<file path="config.mk">
export PLATFORM = sky130hd
export DESIGN_NAME = fp_subtractor_seq
export DESIGN_NICKNAME = d
export VERILOG_FILES = /design/src/rtl/fp_subtractor_seq.sv
export SDC_FILE = /design/constraint.sdc
export NUM_CORES = 1
export LEC_CHECK = 0
export ABC_AREA = 1
export CAP_MARGIN = 20
export CORE_MARGIN = 8
export CORE_UTILIZATION = 46
export CTS_CLUSTER_DIAMETER = 120
export CTS_CLUSTER_SIZE = 14
export DETAILED_ROUTE_END_ITERATION = 8
export PLACE_DENSITY = 0.68
export SLEW_MARGIN = 20
export SYNTH_ARGS = -nofsm -noshare
export SYNTH_HDL_FRONTEND = slang
export SYNTH_SLANG_ARGS = --single-unit
</file>
<file path="constraint.sdc">
create_clock -name control -period 4.2 [get_ports control]
set_input_delay 1.05 -clock control [delete_from_list [all_inputs] [get_ports control]]
set_output_delay 1.05 -clock control [all_outputs]
set_load 0.02 [all_outputs]
</file>
<file path="src/rtl/fp_subtractor_seq.sv">
// Multi-cycle IEEE-754 single-precision subtractor (out = A - B), truncating,
// with a start/busy/done handshake and data-dependent iterative normalisation.
module fp_subtractor_seq #(
  parameter int EXP_W   = 8,
  parameter int MAN_W   = 23,
  parameter int MAX_NRM = 24
) (
  input  logic                 control,
  input  logic                 reset,
  input  logic                 start,
  input  logic [EXP_W+MAN_W:0] A,
  input  logic [EXP_W+MAN_W:0] B,
  output logic                 busy,
  output logic                 done,
  output logic [EXP_W+MAN_W:0] out,
  output logic                 exception
);

  localparam int DW        = EXP_W + MAN_W + 1;
  localparam int WW        = MAN_W + 4;  // hidden bit, fraction, guard, round, sticky
  localparam int CW        = $clog2(MAX_NRM + 1);
  localparam int ALIGN_MAX = MAN_W + 3;

  localparam logic [2:0] ST_IDLE   = 3'd0;
  localparam logic [2:0] ST_UNPACK = 3'd1;
  localparam logic [2:0] ST_ALIGN  = 3'd2;
  localparam logic [2:0] ST_SUB    = 3'd3;
  localparam logic [2:0] ST_NORM   = 3'd4;
  localparam logic [2:0] ST_PACK   = 3'd5;

  localparam logic [EXP_W-1:0] EXP_MAX = {EXP_W{1'b1}};
  localparam logic [DW-1:0]    QNAN    = {1'b0, {EXP_W{1'b1}}, 1'b1, {(MAN_W-1){1'b0}}};

  function automatic logic [DW-1:0] pack_word(input logic s, input logic [EXP_W-1:0] e,
                                              input logic [MAN_W-1:0] f);
    return {s, e, f};
  endfunction

  function automatic logic [DW-1:0] inf_word(input logic s);
    return {s, EXP_MAX, {MAN_W{1'b0}}};
  endfunction

  function automatic logic [DW-1:0] zero_word(input logic s);
    return {s, {(DW-1){1'b0}}};
  endfunction

  logic [2:0]       state_r, state_s;
  logic [DW-1:0]    a_r, a_s, b_r, b_s;
  logic             sign_big_r, sign_big_s, sign_sml_r, sign_sml_s;
  logic [EXP_W-1:0] exp_big_r, exp_big_s, exp_sml_r, exp_sml_s;
  logic [WW-1:0]    man_big_r, man_big_s, man_sml_r, man_sml_s;
  logic [WW-1:0]    sum_r, sum_s;
  logic [EXP_W-1:0] exp_r, exp_s;
  logic             sign_r, sign_s;
  logic [CW-1:0]    cnt_r, cnt_s;
  logic [DW-1:0]    out_r, out_s;
  logic             exc_r, exc_s, done_r, done_s, busy_r, busy_s;
  logic             fin_s, rexc_s;
  logic [DW-1:0]    res_s;

  logic [EXP_W-1:0] a_exp_s, b_exp_s;
  logic [MAN_W-1:0] a_frac_s, b_frac_s;
  logic             a_nan_s, b_nan_s, a_inf_s, b_inf_s, a_zero_s, b_zero_s, b_neg_s;
  logic [EXP_W-1:0] diff_s;
  logic [WW-1:0]    sml_shift_s;
  logic             sml_lost_s;
  logic [WW:0]      sum_wide_s;
  logic [EXP_W:0]   exp_inc_s;
  logic [WW-1:0]    shl_s;
  logic [EXP_W-1:0] exp_dec_s;
  logic [CW-1:0]    cnt_inc_s;

  // Operand classification; exponent zero (denormal or zero) counts as zero
  assign a_exp_s  = a_r[DW-2:MAN_W];
  assign b_exp_s  = b_r[DW-2:MAN_W];
  assign a_frac_s = a_r[MAN_W-1:0];
  assign b_frac_s = b_r[MAN_W-1:0];
  assign a_nan_s  = (a_exp_s == EXP_MAX) && (a_frac_s != '0);
  assign b_nan_s  = (b_exp_s == EXP_MAX) && (b_frac_s != '0);
  assign a_inf_s  = (a_exp_s == EXP_MAX) && (a_frac_s == '0);
  assign b_inf_s  = (b_exp_s == EXP_MAX) && (b_frac_s == '0);
  assign a_zero_s = (a_exp_s == '0);
  assign b_zero_s = (b_exp_s == '0);
  assign b_neg_s  = ~b_r[DW-1];

  assign diff_s      = exp_big_r - exp_sml_r;
  assign sml_shift_s = man_sml_r >> diff_s;
  assign sml_lost_s  = |(man_sml_r & ~({WW{1'b1}} << diff_s));
  assign sum_wide_s  = (sign_big_r == sign_sml_r) ? ({1'b0, man_big_r} + {1'b0, man_sml_r})
                                                  : ({1'b0, man_big_r} - {1'b0, man_sml_r});
  assign exp_inc_s   = {1'b0, exp_big_r} + {{EXP_W{1'b0}}, 1'b1};
  assign shl_s       = sum_r << 1'b1;
  assign exp_dec_s   = exp_r - {{(EXP_W-1){1'b0}}, 1'b1};
  assign cnt_inc_s   = cnt_r + {{(CW-1){1'b0}}, 1'b1};

  // Next-state and datapath decisions; fin_s routes any finished result into PACK
  always_comb begin
    state_s    = state_r;
    a_s        = a_r;
    b_s        = b_r;
    sign_big_s = sign_big_r;
    sign_sml_s = sign_sml_r;
    exp_big_s  = exp_big_r;
    exp_sml_s  = exp_sml_r;
    man_big_s  = man_big_r;
    man_sml_s  = man_sml_r;
    sum_s      = sum_r;
    exp_s      = exp_r;
    sign_s     = sign_r;
    cnt_s      = cnt_r;
    out_s      = out_r;
    exc_s      = exc_r;
    busy_s     = busy_r;
    done_s     = 1'b0;
    fin_s      = 1'b0;
    rexc_s     = 1'b0;
    res_s      = '0;
    case (state_r)
      ST_IDLE: begin
        if (start) begin
          a_s     = A;
          b_s     = B;
          busy_s  = 1'b1;
          state_s = ST_UNPACK;
        end else begin
          state_s = ST_IDLE;
        end
      end
      ST_UNPACK: begin
        if (a_nan_s || b_nan_s) begin
          fin_s = 1'b1; res_s = QNAN; rexc_s = 1'b1;
        end else if (a_inf_s && b_inf_s) begin
          fin_s = 1'b1; rexc_s = 1'b1;
          res_s = (a_r[DW-1] == b_r[DW-1]) ? QNAN : a_r;
        end else if (a_inf_s) begin
          fin_s = 1'b1; res_s = a_r; rexc_s = 1'b1;
        end else if (b_inf_s) begin
          fin_s = 1'b1; res_s = {b_neg_s, b_r[DW-2:0]}; rexc_s = 1'b1;
        end else if (a_zero_s && b_zero_s) begin
          fin_s = 1'b1; res_s = zero_word(1'b0);
        end else if (a_zero_s) begin
          fin_s = 1'b1; res_s = {b_neg_s, b_r[DW-2:0]};
        end else if (b_zero_s) begin
          fin_s = 1'b1; res_s = a_r;
        end else if (b_r[DW-2:0] > a_r[DW-2:0]) begin
          sign_big_s = b_neg_s;   exp_big_s = b_exp_s; man_big_s = {1'b1, b_frac_s, 3'b000};
          sign_sml_s = a_r[DW-1]; exp_sml_s = a_exp_s; man_sml_s = {1'b1, a_frac_s, 3'b000};
          state_s    = ST_ALIGN;
        end else begin
          sign_big_s = a_r[DW-1]; exp_big_s = a_exp_s; man_big_s = {1'b1, a_frac_s, 3'b000};
          sign_sml_s = b_neg_s;   exp_sml_s = b_exp_s; man_sml_s = {1'b1, b_frac_s, 3'b000};
          state_s    = ST_ALIGN;
        end
      end
      ST_ALIGN: begin
        if (diff_s > EXP_W'(ALIGN_MAX)) begin
          man_sml_s = '0;
        end else begin
          man_sml_s = sml_shift_s | {{(WW-1){1'b0}}, sml_lost_s};
        end
        state_s = ST_SUB;
      end
      ST_SUB: begin
        if (sum_wide_s == '0) begin
          fin_s = 1'b1; res_s = zero_word(1'b0);
        end else if (sum_wide_s[WW]) begin
          // Carry-out: the fraction sits one bit higher, exponent bumps by one
          fin_s = 1'b1;
          if (exp_inc_s >= {1'b0, EXP_MAX}) begin
            res_s = inf_word(sign_big_r); rexc_s = 1'b1;
          end else begin
            res_s = pack_word(sign_big_r, exp_inc_s[EXP_W-1:0], sum_wide_s[WW-1:4]);
          end
        end else if (sum_wide_s[WW-1]) begin
          fin_s = 1'b1;
          res_s = pack_word(sign_big_r, exp_big_r, sum_wide_s[WW-2:3]);
        end else begin
          sum_s   = sum_wide_s[WW-1:0];
          exp_s   = exp_big_r;
          sign_s  = sign_big_r;
          cnt_s   = '0;
          state_s = ST_NORM;
        end
      end
      ST_NORM: begin
        if (exp_dec_s == '0) begin
          fin_s = 1'b1; res_s = zero_word(sign_r);
        end else if (shl_s[WW-1]) begin
          fin_s = 1'b1; res_s = pack_word(sign_r, exp_dec_s, shl_s[WW-2:3]);
        end else if (cnt_inc_s == CW'(MAX_NRM)) begin
          fin_s = 1'b1; res_s = zero_word(sign_r);
        end else begin
          sum_s = shl_s;
          exp_s = exp_dec_s;
          cnt_s = cnt_inc_s;
        end
      end
      ST_PACK: begin
        state_s = ST_IDLE;
      end
      default: begin
        state_s = ST_IDLE;
        busy_s  = 1'b0;
      end
    endcase
    // PACK is the done cycle: result registers load on the edge that enters it
    if (fin_s) begin
      state_s = ST_PACK;
      out_s   = res_s;
      exc_s   = rexc_s;
      done_s  = 1'b1;
      busy_s  = 1'b0;
    end else begin
      done_s  = 1'b0;
    end
  end

  // State and datapath registers, cleared by the asynchronous reset
  always_ff @(posedge control or negedge reset) begin
    if (!reset) begin
      state_r    <= ST_IDLE;
      a_r        <= '0;
      b_r        <= '0;
      sign_big_r <= 1'b0;
      sign_sml_r <= 1'b0;
      exp_big_r  <= '0;
      exp_sml_r  <= '0;
      man_big_r  <= '0;
      man_sml_r  <= '0;
      sum_r      <= '0;
      exp_r      <= '0;
      sign_r     <= 1'b0;
      cnt_r      <= '0;
      out_r      <= '0;
      exc_r      <= 1'b0;
      done_r     <= 1'b0;
      busy_r     <= 1'b0;
    end else begin
      state_r    <= state_s;
      a_r        <= a_s;
      b_r        <= b_s;
      sign_big_r <= sign_big_s;
      sign_sml_r <= sign_sml_s;
      exp_big_r  <= exp_big_s;
      exp_sml_r  <= exp_sml_s;
      man_big_r  <= man_big_s;
      man_sml_r  <= man_sml_s;
      sum_r      <= sum_s;
      exp_r      <= exp_s;
      sign_r     <= sign_s;
      cnt_r      <= cnt_s;
      out_r      <= out_s;
      exc_r      <= exc_s;
      done_r     <= done_s;
      busy_r     <= busy_s;
    end
  end

  assign busy      = busy_r;
  assign done      = done_r;
  assign out       = out_r;
  assign exception = exc_r;

endmodule
</file>
==> Yosys cells after proc, flatten, opt, wreduce, memory -nomap -nowiden <==
Index checks and enable logic that the tools add are counted.
{ "word_totals": {"ff_bits": 214, "in_bits": 67, "elab_cells": 199} }
{ "classes": {"eq_ne": 36, "n_lt_le_gt_ge": 3, "addsub": 6, "n_reduce_logical": 28, "mux": 92, "n_shift": 2, "n_bitwise": 14} }
{ "op_table": {"columns": ["operator", "n"], "rows": [
  ["$mux 32", 14],
  ["$mux 27", 8],
  ["$mux 26", 8],
  ["$pmux 32 s3", 1],
  ["$mux 8", 8],
  ["$pmux 27 s2", 1],
  ["$pmux 26 s2", 1],
  ["$logic_not 23->1", 2],
  ["$reduce_bool 23->1", 2],
  ["$mux 3", 11],
  ["$ne 3x3->1 const B", 11],
  ["$gt 31x31->1", 1],
  ["$mux 31", 1],
  ["$mux 5", 6],
  ["$add 27x27->28", 1],
  ["$logic_not 28->1", 1],
  ["$mux 28", 1],
  ["$ne 2x2->1 const B", 14],
  ["$sub 27x27->28", 1],
  ["$and 27x27->27", 1],
  ["$not 27->27", 1],
  ["$or 27x1->27", 1],
  ["$reduce_or 27->1", 1],
  ["$shl 27x8->27 const A", 1],
  ["33 further kinds", 83]
]} }

==> Depth between registers and ports, before layout <==
{ "logic_depth": {"depth_word": 11, "mapped_depth": 30} }

==> Worst setup path after synthesis <==
Ideal clock, no wire load.
{ "synth_timing": {"kind": "register -> register", "start": "reg man_sml_r[1]", "end": "reg out_r[23], in the netlist out[23]", "synth_period_minus_slack_ns": 3.740, "setup_ns": 0.129, "t_required_ns": 4.071, "stages_incl_launch_ff": 27, "arrival_time_ns": 3.611, "slack_ns": 0.460, "path_buffers": 1, "cell_sequence": "dfrtp_1 inv_1 ha_1 nor3b_1 nand2_1 nor4_1 nand3_1 inv_1 a21oi_1 xor2_1 ha_1 nand2_1 inv_1 nand2_1 nor3_1 nand3_1 nand4_1 nand2_1 nor2_1 nand2_1 nor2_1 nand3_2 nand2_2 nand2_4 buf_2 nand3_1 nand3_1"} }
{ "synth_between": {"elab_chain_len": 6, "word_cells_on_any_way": 12, "cone_classes": "add/sub: 2; mux: 9; reduce/logical: 1"} }
{ "synth_rtl": {"columns": ["element", "line", "text"], "rows": [
  ["from (decl)", "51", "logic [WW-1:0] man_big_r, man_big_s, man_sml_r, man_sml_s;"],
  ["from (signal assigned)", "247", "man_sml_r <= man_sml_s;"],
  ["$sub 27x27->28 or $add 27x27->28 (tied branches)", "90, 89", null],
  ["$mux 28 (*)", "89", "assign sum_wide_s = (sign_big_r == sign_sml_r) ? ({1'b0, man_big_r} + {1'b0, man_sml_r})"],
  ["branches (longest 4 deep; another with $mux 32)", null, null],
  ["to (signal assigned)", "252", "out_r <= out_s;"],
  ["to (decl)", "56", "logic [DW-1:0] out_r, out_s;"]
]} }
Mark *: on every way between the ends.
A chain may end at the register's enable or synchronous reset.

==> Final worst setup path <==
{ "layout_timing": {"start": "reg man_sml_r[0]", "end": "reg out_r[12], in the netlist out[12]"} }
{ "layout_between": {"elab_chain_len": 6, "word_cells_on_any_way": 13, "cone_classes": "add/sub: 2; mux: 10; reduce/logical: 1"} }
{ "layout_rtl": {"columns": ["element", "line"], "rows": [
  ["$sub 27x27->28 or $add 27x27->28 (tied branches)", "90, 89"],
  ["$mux 28 (*)", "89"],
  ["branches (longest 4 deep; another with $mux 32)", null]
]} }
Marks and branches as above.

==> flow_metrics.tcl <==
set metrics [dict create \
    arrival_ns 4.49 \
    post-route-period-util_pct 97.4 \
    synth_top_area_cell "dfrtp_1" \
    crit_family "simple AND/OR/NAND/NOR gates" \
    cp-start-kind "flop" \
    cp_common_cell "nand2_1" \
    worstReg2RegStart "man_sml_r[0]" \
    grt_overflow_total 0 \
    rsz0062_at_grt "true" \
    regArea_sq_um 5280 \
    syn2layout_area_growth_pct 19.7 \
    core_area_sq_um 35500 \
    critPathMaxFanout 8 \
    rows 69 \
    clock_latency_ns 0.52 \
    cts_root_buffer "clkbuf_16" \
    ios 102 \
    maxCapViolCount 0 \
    start_util_pct 46.6 \
    fmax_mhz 245 \
    drv_slew 0 \
    reg2reg_to "out[12]" \
    syn_area_sq_um 16500 \
    drtIter0Drc 2582 \
    endpoint "out[12]" \
    vias 18400 \
    avgSynthCellArea_sq_um 6.59 \
    setup_viol 0 \
    drive_gt1_share_pct 11.4 \
    ys_seq_area_share_pct 31.9 \
    synth_area_leaders "dfrtp_1, nand2_1, o21ai_0" \
    crit_start "man_sml_r[0]" \
    r2r_cells 23 \
    skew_ns 0.0316 \
    fillers 3511 \
    synthCells 2509 \
    critPathRequiredTime_ns 4.60 \
    drt_wl_total_um 67300 \
    hp-class "reg2reg" \
    cts_made_buffers 19 \
    outcome "finished, final reports clean" \
    cts_tree "built" \
    first_pass_iters 6 \
    synth_top_area_share_pct 31.9 \
    htree_levels 1 \
    worst_pin_slew_ns 0.853 \
    synthDistinctLibCells 54 \
    rrSetupSlack_ns 0.11 \
    synthFlopType "dfrtp_1" \
    ant_nets 0 \
    synth.net_count 2651 \
    clk_pin_slew_worst_paths_ns 0.08 \
    clock-sinks 211 \
    multi_input_area_sq_um 10200 \
    synth_edf_count 0 \
    worst-path-buf-inv 2 \
    grt_max_degree 95 \
    port_buffers 101 \
    die_width_um 206 \
    worstPathCellList "buf_6, nor3_4, nand2_1, nor3_1, a21oi_1, xor2_1, ha_1, nand2_2, nor2_1, nand2_1, nand2_1, nand2_1, nand2_1, nand2_1, nor2_1, nand3_1, nor2_2, nand3_4, nand2_4, nand2_8, nand2_8, clkbuf_16, o21ai_1" \
    critical_path_class "reg2reg" \
    ys_async_sr_fraction_pct 100 \
    grt_usage_pct 30.5 \
    relSlewSlack_pct 43.1 \
    antenna_found_initial 3 \
    worst_hold_slack_ns 0.493 \
    yosys_warnings 0 \
    timing.final.crit_period_ns 4.09 \
    fp.dieH_um 206 \
    yosysMostFrequentCell "nand2_1" \
    dieArea_sq_um 42300 \
    slowest_stage "ha_1" \
    drt_drc_violations_left 0 \
    fin_setup_tns_ns 0 \
    wl_per_cell_um 21.8 \
    grt_pass1_wl_um 100000 \
    viasPerCell 5.96 \
    critical_path.max_stage_delay_ns 0.45 \
    antenna_cells 0 \
    ys_seq_elements 211 \
    fin_nets 2773 \
    synth_commonest_cells "nand2_1, o21ai_0, inv_1" \
    endpoint_kind "flop" \
    grt_pass1_vias 17000 \
    clock_path_buffers 3 \
    crit_cells 23 \
    gp_congestion 0.996 \
    dp_hpwl_um 51300 \
    hold_viol 0 \
]
-- layout make-up --
| cell class | instances | area share, % |
|---|---|---|
| multi-input combinational | 1882 | 51.3 |
| sequential | 211 | 26.7 |
| timing repair buffer | 224 | 10.9 |
| inverter | 293 | 5.57 |
| tap | 461 | 2.91 |
| clock buffer | 19 | 2.40 |
| clock inverter | 3 | 0.253 |
-- metrics by stage --
step	area, sq um	cells	setup WS [ns]	utilization (%)
after global placement	18400	3049	0.0252	52.0
after floorplan	16500	2509	0.460	-
after detailed placement	18400	3049	-0.0406	52.0
after CTS	19000	3071	0.0210	53.5
final	19800	3093	0.110	55.8
after global routing	19800	3093	-0.115	55.8
-- worst min path at each step --
stage	from	to	slack, ns	depth (start not counted)
3_5_place_dp	exp_sml_r[0]	exp_sml_r[0]	0.48	2
2_1_floorplan	sum_r[0]	sum_r[0]	0.44	2
3_3_place_gp	sum_r[1]	sum_r[1]	0.46	2
5_1_grt	sum_r[1]	sum_r[1]	0.51	2
4_1_cts	exp_sml_r[0]	exp_sml_r[0]	0.49	2
6_report	exp_sml_r[0]	exp_sml_r[0]	0.49	2
-- layer usage --
| layer | up-vias | global-route usage [%] | routed length (um) |
|---|---|---|---|
| li1 | 8555 | - | - |
| met3 | 155 | 7.10 | 7160 |
| met4 | 4 | 12.9 | 3190 |
| met5 | - | 0 | 32 |
| met1 | 8654 | 42.4 | 28100 |
| met2 | 1073 | 44.8 | 28900 |
-- worst min-delay path: cells and delay by family, from the launching register on --
family	cells	cell delay [ns]
simple gates	2	0.11
flops	1	0.35
-- flip-flops by register name, indices dropped and copies added (netlist names) --
name	count
sign_sml_r	1
man_big_r	24
busy	1
man_sml_r	27
b_r	32
sign_r	1
done	1
exception	1
exp_sml_r	8
a_r	32
exp_big_r	8
out	32
exp_r	8
sign_big_r	1
cnt_r	5
state_r	3
sum_r	26
-- placed cells by master, fill, tap and decap left out, types with 5 or more instances in the layout --
master           synthesis  final
o22ai_1                 11     11
inv_2                   10     18
nand3b_1                 5      5
a21oi_1                154    137
inv_1                  281    271
nor4_1                   7      6
o21ai_0                286    273
o21ai_1                 23     30
clkbuf_16                0     24
nand2_1                684    663
or2_2                    7      7
clkdlybuf4s50_1          0    100
nand4_1                 83     83
buf_12                   0      8
nor3_1                  21     17
nand3_1                193    188
a22oi_1                 25     25
o211ai_1                20     20
nand2_4                  3      5
o21bai_1                 6      6
buf_4                    3    103
nor3_2                   5      7
a21oi_2                  0     14
nand2_2                  7     24
o21ai_2                  1      7
nor2_1                 166    145
nor2_4                   1      9
buf_6                    6      7
xnor2_1                  9      5
ha_1                    73     63
ha_4                     0      7
xor2_1                  38     36
dfrtp_1                211    209
a31oi_1                 18     18
nor2_2                   7     20
-- kinds of logic (layout without fill, tap and decap cells) --
logic type,Yosys count,in the layout,synth area share [%]
simple gates,1196,1196,31.2
compound gates,559,559,18.2
buf+inv,416,539,9.98
xor+xnor,49,49,2.69
flops,211,211,31.9
fa+ha+maj,75,75,5.77
mux,3,3,0.182
-- what timing repair did --
action / 4_1_cts / 5_1_grt
resized for setup: 1 / 148
setup buffers: 0 / 16
setup endpoints to repair: 74 / 78
hold buffers: 0 / 0
pin swaps: 0 / 56
gates cloned: 0 / 6
Power is not shown: default switching activity piles up to over one toggle a cycle in this logic, so the estimate is an artifact.
